<file path="config.mk">
export PLATFORM = sky130hd
export DESIGN_NAME = ysyx_25010008_clint_timer
export DESIGN_NICKNAME = d
export VERILOG_FILES = /design/src/rtl/ysyx_25010008_clint_pkg.sv /design/src/rtl/ysyx_25010008_clint_prescaler.sv /design/src/rtl/ysyx_25010008_clint_timer.sv
export SDC_FILE = /design/constraint.sdc
export NUM_CORES = 1
export LEC_CHECK = 0
export BUFFER_PORTS_ARGS = -buffer_cell sky130_fd_sc_hd__buf_2
export CORE_ASPECT_RATIO = 1.25
export CORE_UTILIZATION = 58
export DETAILED_ROUTE_END_ITERATION = 10
export GPL_TIMING_DRIVEN = 0
export PLACE_DENSITY = 0.91
export SYNTH_ARGS = -nofsm -noshare
export SYNTH_HDL_FRONTEND = slang
export SYNTH_HIERARCHICAL = 1
export SYNTH_SLANG_ARGS = --single-unit
</file>
<file path="constraint.sdc">
create_clock -name clock -period 5.1 [get_ports clock]
set_clock_uncertainty 0.05 [all_clocks]
set_input_delay 0.765 -clock clock [delete_from_list [all_inputs] [get_ports clock]]
set_output_delay 0.765 -clock clock [all_outputs]
set_load 0.01 [all_outputs]
</file>
<file path="src/rtl/ysyx_25010008_clint_pkg.sv">
// rtl/ysyx_25010008_clint_pkg.sv - shared constants and types for the CLINT mtime slave
//
// Contents:
//   CLINT_ADDR_LO / CLINT_ADDR_HI : word addresses of mtime[31:0] / mtime[63:32]
//   RESP_OKAY / RESP_SLVERR       : AXI4-Lite read response encodings
//   clint_state_t                 : read-channel FSM states
//   is_clint_addr()               : address decode helper, also used by the arbiter
package ysyx_25010008_clint_pkg;

  localparam logic [31:0] CLINT_ADDR_LO = 32'h0200_0048;
  localparam logic [31:0] CLINT_ADDR_HI = 32'h0200_004c;

  localparam logic [1:0] RESP_OKAY   = 2'b00;
  localparam logic [1:0] RESP_SLVERR = 2'b10;

  typedef enum logic {
    IDLE = 1'b0,
    RESP = 1'b1
  } clint_state_t;

  // True when the address belongs to this slave; the arbiter steers such
  // reads here rather than to the external master port.
  function automatic logic is_clint_addr(input logic [31:0] addr);
    return (addr == CLINT_ADDR_LO) || (addr == CLINT_ADDR_HI);
  endfunction

endpackage

</file>
<file path="src/rtl/ysyx_25010008_clint_prescaler.sv">
// rtl/ysyx_25010008_clint_prescaler.sv - divides the clock into a one-cycle mtime tick
//
// Parameters:
//   DIV   : tick is asserted once every DIV cycles (DIV >= 1)
// Ports:
//   clock : system clock
//   reset : asynchronous, active-high reset (count returns to 0)
//   tick  : high for one cycle when the count reaches DIV-1; constant 1 when DIV == 1
module ysyx_25010008_clint_prescaler #(
  parameter int DIV = 1
) (
  input  logic clock,
  input  logic reset,
  output logic tick
);

  generate
    if (DIV <= 1) begin : g_bypass
      // No divider needed: mtime advances every cycle.
      logic unused_clk_rst;
      assign unused_clk_rst = clock ^ reset;
      assign tick = 1'b1;
    end else begin : g_div
      localparam int W = $clog2(DIV);
      localparam logic [W-1:0] LAST = W'(DIV - 1);

      logic [W-1:0] cnt;

      always_ff @(posedge clock or posedge reset) begin
        if (reset) begin
          cnt <= '0;
        end else if (cnt == LAST) begin
          cnt <= '0;
        end else begin
          cnt <= cnt + W'(1);
        end
      end

      assign tick = (cnt == LAST);
    end
  endgenerate

endmodule

</file>
<file path="src/rtl/ysyx_25010008_clint_timer.sv">
// rtl/ysyx_25010008_clint_timer.sv - free-running 64-bit mtime behind an AXI4-Lite read-only port
//
// Build option: CLINT_SNAPSHOT_EN
//   defined   : a read of ADDR_LO latches mtime[63:32] into a shadow; ADDR_HI returns the shadow
//   undefined : ADDR_HI returns live mtime[63:32], no shadow register
//
// Parameters:
//   ADDR_LO, ADDR_HI : addresses of mtime[31:0] and mtime[63:32]
//   DIV              : mtime increments once every DIV cycles
// Ports:
//   clock, reset     : system clock, asynchronous active-high reset
//   araddr, arvalid  : read address channel from the master
//   arready          : registered; high in IDLE only
//   rdata, rresp     : read data / response, captured at the AR handshake and held
//   rvalid, rready   : read data channel handshake
//   preload          : when high, mtime takes preload_value at the next edge (debug/test load)
//   preload_value    : 64-bit value loaded into mtime
module ysyx_25010008_clint_timer
  import ysyx_25010008_clint_pkg::*;
#(
  parameter logic [31:0] ADDR_LO = CLINT_ADDR_LO,
  parameter logic [31:0] ADDR_HI = CLINT_ADDR_HI,
  parameter int          DIV     = 1
) (
  input  logic        clock,
  input  logic        reset,
  input  logic [31:0] araddr,
  input  logic        arvalid,
  output logic        arready,
  input  logic        rready,
  output logic [31:0] rdata,
  output logic [1:0]  rresp,
  output logic        rvalid,
  input  logic        preload,
  input  logic [63:0] preload_value
);

  clint_state_t state;
  logic [63:0]  mtime;
  logic         tick;
  logic         ar_fire;
  logic [31:0]  hi_value;
  logic [31:0]  rd_data;
  logic [1:0]   rd_resp;

  ysyx_25010008_clint_prescaler #(
    .DIV (DIV)
  ) u_prescaler (
    .clock (clock),
    .reset (reset),
    .tick  (tick)
  );

  // A single 64-bit add keeps the low-to-high carry within one cycle.
  always_ff @(posedge clock or posedge reset) begin
    if (reset) begin
      mtime <= '0;
    end else if (preload) begin
      mtime <= preload_value;
    end else if (tick) begin
      mtime <= mtime + 64'd1;
    end
  end

  // arready is only ever high in IDLE, so this is the AR handshake.
  assign ar_fire = arvalid && arready;

`ifdef CLINT_SNAPSHOT_EN
  logic [31:0] shadow_hi;

  // Latching the upper half alongside a LO read makes a LO-then-HI pair
  // return one coherent 64-bit sample even across a carry.
  always_ff @(posedge clock or posedge reset) begin
    if (reset) begin
      shadow_hi <= '0;
    end else if (ar_fire && (araddr == ADDR_LO)) begin
      shadow_hi <= mtime[63:32];
    end
  end

  assign hi_value = shadow_hi;
`else
  assign hi_value = mtime[63:32];
`endif

  // Decode uses the current (pre-increment) mtime, so a read coinciding
  // with a tick returns the old value.
  always_comb begin
    rd_data = '0;
    rd_resp = RESP_SLVERR;
    if (araddr == ADDR_LO) begin
      rd_data = mtime[31:0];
      rd_resp = RESP_OKAY;
    end else if (araddr == ADDR_HI) begin
      rd_data = hi_value;
      rd_resp = RESP_OKAY;
    end
  end

  always_ff @(posedge clock or posedge reset) begin
    if (reset) begin
      state   <= IDLE;
      arready <= 1'b0;
      rvalid  <= 1'b0;
      rdata   <= '0;
      rresp   <= RESP_OKAY;
    end else begin
      case (state)
        IDLE: begin
          arready <= 1'b1;
          if (ar_fire) begin
            state   <= RESP;
            arready <= 1'b0;
            rvalid  <= 1'b1;
            rdata   <= rd_data;
            rresp   <= rd_resp;
          end
        end
        RESP: begin
          // rdata/rresp stay put until the master takes the beat.
          if (rready) begin
            state   <= IDLE;
            rvalid  <= 1'b0;
            arready <= 1'b1;
          end
        end
        default: begin
          state   <= IDLE;
          arready <= 1'b0;
          rvalid  <= 1'b0;
        end
      endcase
    end
  end

endmodule

</file>
==> impl_metrics.ini, run 1 <==
[timing]
hold_violations = 0
min_period_ns = 2.94
tightest_slew_ns = 1.03
fmax_ghz = 0.340
fin_setup_tns_ns = 0
setup_viol = 0
min_period_over_period_pct = 57.7
rsz0062_at_grt = false
hold-worst-slack_ns = 0.365
drv_slew = 0
maxSlewHeadroom_pct = 30.7

[critical_path]
path_class = register to register
crit_arrival_ns = 3.21
cpPeakStageDelay_ns = 0.79
reg2reg_setup_slack_ns = 2.16
cp-end-kind = register
r2r-end = mtime[49]$_DFFE_PP0P_
cp_slowest_cell = nor3_2
crit_chain = nand4_1 > nor3_2 > nand4b_1 > clkbuf_1 > or4_1 > a31oi_1
reg2reg_depth = 6
rr_startpoint = mtime[2]$_DFFE_PP0P_
critPathLaunchType = register
required_ns = 5.36
crit_path_max_fanout = 10

[route]
wl_microns = 15800
drc = 0
drt_iter0_markers = 548
firstDrtPassIters = 6
vias = 5595
vias_per_cell = 6.41
antenna_left = 0
wl_per_cell_microns = 18.1

[global_route]
antenna_found_initial = 0
grt_max_degree = 62
track_usage_pct = 34.8
grt_pass1_vias = 5191
grt_pass1_wl_microns = 25000
gr-total-overflow = 0

[cells_and_area]
insertedDiodeCount = 0
layout.nets = 850
register_area_sq_um = 2500
multi_input_area_sq_um = 2630
drive_above_1_share_pct = 22.2
nFillCells = 687
area_growth_pct = 19.6

[clock_network]
cts_resized = 0
worstSkewPairLatency_ns = 0.38
clk_pin_slew_worst_paths_ns = 0.10
htreeDepth = 3
post-cts-setup-buffer-count = 0
cts_sinks = 100
cts_tree = yes
cts-buffers-inserted = 9
cts_buffer_depth = 2
root_buffer = clkbuf_8
cts.hold.buffers_added = 0

[logic_synthesis]
syn_area_sq_um = 5310
synth.most_common_cell = nand2_1
yosys_warnings = 6
synthTopCellsByArea = dfrtp_1, nand2_1, a22oi_1, o21ai_0, nand4_1
yosys.area.top_type = dfrtp_1
netlist.area_leader.share_pct = 47.1
synth_flop_cell = dfrtp_1
ys_types = 46
seq_area_frac_synth_pct = 47.1
synthesis.instances = 602
syn_avg_cell_area_sq_um = 8.82
synth_edf_count = 0
async_flop_share_pct = 100
ys_ff_latch = 100
synth.net_count = 704
yosys-top-cells-count = nand2_1, dfrtp_1, o21ai_0

[floorplan]
io_pins = 137
dieHeight_microns = 109
rows = 38
coreArea_sq_um = 8800
start_util_pct = 60.4
dieArea_sq_um = 9540
die_x_microns = 87.6

[run]
drv_cap = 0

[place]
gp_congestion = 0.940
hpwlAfterDp_microns = 11600
port-buffer-count = 134

[hold_path]
min_path_type = primary input to async pin

[power_and_ir_drop]
p_per_area_nw_per_um2 = 259
ir_drop_mv = 0.138
leakage_nw = 2.84

[outcome]
status = complete, no violations
## critical path, delay by kind of cell, from the launching register on
| family | cells | cell delay, ns |
|---|---|---|
| AOI/OAI and AO/OA | 1 | 0.17 |
| and+or+nand+nor | 4 | 1.89 |
| DFF | 1 | 0.46 |
| buffers and inverters | 1 | 0.29 |
## power by group
part	total (W)	leakage (nW)	internal [W]	switching, W
registers	0.000931	1.26	0.000848	0.0000830
logic	0.000233	1.50	0.0000953	0.000138
clock network	0.000484	0.0811	0.000193	0.000291
## layout by cell type (no fill, tap or decap), types with 2 or more instances in the layout
cell        netlist  layout
nand2_1         139     139
buf_2             3     137
dfrtp_1         100     100
o21ai_0          45      45
a22oi_1          33      33
clkbuf_1         32      32
nand4_1          31      31
nand3_1          30      30
nor2_1           24      24
xor2_1           21      21
or4_1            20      20
xnor2_1          20      20
nor4_1           15      14
a31oi_1          11      11
nor3_1           10      10
clkbuf_8          0      10
o31ai_1           8       8
and3_1            7       7
o211ai_1          7       7
inv_1             6       5
and4_1            5       5
or3_1             5       5
clkinvlp_4        0       4
and2_1            2       2
o311ai_0          2       2
nor2b_1           2       2
buf_4             2       2
conb_1            2       2
## how the worst max path moves through the flow
stage / slack [ns] / cells after the start / from / to
2_1_floorplan: 1.67 / 1 / reset / arready$_DFFE_PP0P_
3_3_place_gp: 0.61 / 2 / reset / mtime[0]$_DFFE_PP0P_
3_5_place_dp: 1.85 / 6 / mtime[0]$_DFFE_PP0P_ / mtime[60]$_DFFE_PP0P_
4_1_cts: 1.85 / 6 / mtime[0]$_DFFE_PP0P_ / mtime[60]$_DFFE_PP0P_
5_1_grt: 2.00 / 6 / mtime[2]$_DFFE_PP0P_ / mtime[49]$_DFFE_PP0P_
6_report: 2.16 / 6 / mtime[2]$_DFFE_PP0P_ / mtime[49]$_DFFE_PP0P_
## cell families after synthesis
group	Yosys count	share of synthesized area (%)
compound gates	109	13.1
xor+xnor	41	6.76
fa+ha+maj	1	0.236
buf+inv	44	3.46
flops	100	47.1
mux	2	0.401
other cells	2	0.141
simple gates	303	28.8
## routing by layer
layer / up-vias / global-route usage, % / part of all wire, %
li1: 2479 / - / -
met1: 2640 / 42.5 / 37
met2: 365 / 57.5 / 49
met3: 111 / 6.74 / 8.2
met4: 0 / 19.4 / 5.4
met5: - / 0 / 0
## registers in the layout, indices dropped and copies added, names as in the netlist
register / flops
rvalid: 1
state: 1
rdata: 32
mtime: 64
rresp: 1
arready: 1
## through the flow
stage                     instances  utilization (%)  worst slack (ns)  total power [W]  cell area, sq um
after global routing            873             72.2              2.00          0.00171              6350
final                           873             72.2              2.16          0.00165              6350
after floorplan                 602                -              1.67          0.00106              5310
after CTS                       873             72.1              1.85          0.00164              6350
after global placement          856             69.7             0.614          0.00115              6130
after detailed placement        857             70.0              1.85          0.00117              6160
## cell type report
| type | count | share of cell area, % |
|---|---|---|
| multi-input cells | 458 | 41.4 |
| flip-flops and latches | 100 | 39.4 |
| repair buffers | 135 | 11.0 |
| plain buffers | 38 | 2.54 |
| well taps | 120 | 2.36 |
| clock buffers | 10 | 2.17 |
| clock inverters | 6 | 0.748 |
| inverters | 6 | 0.394 |
Power figures use the tool's default switching activity.
==> run 2, diff against run 1 <==
--- a/config.mk
+++ b/config.mk
@@ -7,10 +7,10 @@
 export LEC_CHECK = 0
 export BUFFER_PORTS_ARGS = -buffer_cell sky130_fd_sc_hd__buf_2
 export CORE_ASPECT_RATIO = 1.25
-export CORE_UTILIZATION = 58
+export CORE_UTILIZATION = 53
 export DETAILED_ROUTE_END_ITERATION = 10
 export GPL_TIMING_DRIVEN = 0
-export PLACE_DENSITY = 0.91
+export PLACE_DENSITY = 0.85
 export SYNTH_ARGS = -nofsm -noshare
 export SYNTH_HDL_FRONTEND = slang
 export SYNTH_HIERARCHICAL = 1
==> constraint.sdc (replaced) <==
create_clock -name clock -period 2.98 [get_ports clock]
set_clock_uncertainty 0.05 [all_clocks]
set_input_delay 0.447 -clock clock [delete_from_list [all_inputs] [get_ports clock]]
set_output_delay 0.447 -clock clock [all_outputs]
set_load 0.01 [all_outputs]
==> run 2 against run 1 <==
  * Global-route usage decreased by 2.3 points
  * Routed wire length increased by 2.5%
  * Critical path type unchanged
  * Highest routed layer unchanged
  * Design area increased by 2.6%
==> impl_metrics.ini, run 2 (synthesis gave the netlist of run 1 again) <==
[global_route]
grt_pass1_vias = 5496
antenna_found_initial = 0
grt_max_degree = 44
grt_pass1_wl_microns = 26200
gr-total-overflow = 0
track_usage_pct = 32.5

[timing]
fin_ws_ns = 0.130
hold-worst-slack_ns = 0.101
maxSlewHeadroom_pct = 28.9
min_period_over_period_pct = 95.6
fmax_ghz = 0.351
drv_slew = 0
min_period_ns = 2.85
tightest_slew_ns = 1.06
hold_violations = 0
setup_viol = 0
rsz0062_at_grt = false

[critical_path]
crit_path_max_fanout = 6
critPathLaunchType = register
path_class = register to register
rr_startpoint = mtime[0]$_DFFE_PP0P_
reg2reg_depth = 6
cp_slowest_cell = nor4_2
cp-end-kind = register
r2r-end = mtime[60]$_DFFE_PP0P_
reg2reg_setup_slack_ns = 0.13
cpPeakStageDelay_ns = 0.85
startpoint = mtime[0]$_DFFE_PP0P_
required_ns = 3.22
crit_arrival_ns = 3.09
worstSetupEndpoint = mtime[60]$_DFFE_PP0P_
crit_chain = ha_1 > nand4_1 > nor4_2 > nand4bb_1 > or4_1 > nand3_1

[cells_and_area]
drive_above_1_share_pct = 22.5
stdcell_area_sq_um = 6520
register_area_sq_um = 2500
largest_reg_flops = 64
insertedDiodeCount = 0
final_cell_mix = nand2_1, buf_2, dfrtp_1, o21ai_0
largest_register = mtime
area_growth_pct = 22.8
multi_input_area_sq_um = 2640
layout.nets = 852
layout_commonest_cell = nand2_1
nFillCells = 795
biggestRegsByFlops = mtime: 64 flops, rdata: 32 flops

[clock_network]
cts_sinks = 100
cts-buffers-inserted = 9
htreeDepth = 3
cts_buffer_depth = 2
clk_pin_slew_worst_paths_ns = 0.07
root_buffer = clkbuf_16
cts_tree = yes
worstSkewPairLatency_ns = 0.35

[route]
antenna_left = 0
firstDrtPassIters = 7
wl_per_cell_microns = 18.4
vias_per_cell = 6.24
drc = 0
drt_iter0_markers = 461
vias = 5496
wl_microns = 16200

[floorplan]
io_pins = 137
rows = 40
dieArea_sq_um = 10400
coreArea_sq_um = 9660
start_util_pct = 55.0
dieHeight_microns = 114
die_x_microns = 91.5

[place]
pre_cts_ws_ns = -0.316
hpwlAfterDp_microns = 12000
gp_congestion = 0.892
port-buffer-count = 134
placed_cell_area_sq_um = 6180

[power_and_ir_drop]
leakage_nw = 2.93
ir_drop_mv = 0.280
p_per_area_nw_per_um2 = 497

[run]
drv_cap = 0

[hold_path]
min_path_type = primary input to async pin

[outcome]
status = complete, no violations
[run 2: cell count changes in the layout (fill, tap and decap cells not counted), sizes merged]
cell,delta
buf,+2
bufinv,+1
clkbuf,+3
clkinv,+1
clkinvlp,-3
inv,-2
[run 2: critical path, delay by kind of cell, from the launching register on]
family / cells / cell delay, ns
simple gates: 5 / 2.07
flops: 1 / 0.43
fa+ha+maj: 1 / 0.23
[run 2: where the power goes]
| part | switching (W) | internal [W] |
|---|---|---|
| clock network | 0.000520 | 0.000721 |
| registers | 0.000140 | 0.00145 |
| logic | 0.000238 | 0.000165 |
| total | 0.000898 | 0.00234 |
[run 2: routing by layer]
metal | global-route usage, % | part of all wire (%)
met2 | 54.6 | 51
met4 | 20.7 | 5.0
met3 | 5.60 | 6.8
met5 | 0 | 0
met1 | 38.5 | 37
[run 2: worst min-delay path by stage]
stage                     slack (ns)  cells past startpoint                     to
final                           0.10                      2   mtime[7]$_DFFE_PP0P_
after global routing            0.14                      2  mtime[10]$_DFFE_PP0P_
after CTS                       0.12                      2  mtime[10]$_DFFE_PP0P_
after detailed placement        0.42                      2     rvalid$_DFFE_PP0P_
after global placement          0.40                      2     rvalid$_DFFE_PP0P_
after floorplan                 0.40                      2  rdata[31]$_DFFE_PP0P_
[run 2: final cells by class]
class,count,area share (%)
Buffer,38,2.48
Sequential cell,100,38.4
Inverter,6,0.403
Tap cell,126,2.42
Multi-Input combinational cell,458,40.4
Clock buffer,13,4.15
Clock inverter,3,0.672
Timing Repair Buffer,137,11.0
[run 2: what timing repair did]
action                     CTS  global route
pin swaps                    0             2
setup endpoints to repair    3             9
hold buffers                 0             0
setup buffers                0             1
gates resized for setup      1             4
[run 2: through the flow]
| stage | total power [W] | setup TNS, ns | util (%) | std cells |
|---|---|---|---|---|
| 2_1_floorplan | 0.00181 | 0 | - | 602 |
| 3_3_place_gp | 0.00198 | -0.327 | 63.6 | 862 |
| 3_5_place_dp | 0.00201 | -0.656 | 64.0 | 864 |
| 4_1_cts | 0.00322 | 0 | 67.3 | 880 |
| 5_1_grt | 0.00336 | 0 | 67.5 | 881 |
| 6_report | 0.00324 | 0 | 67.5 | 881 |
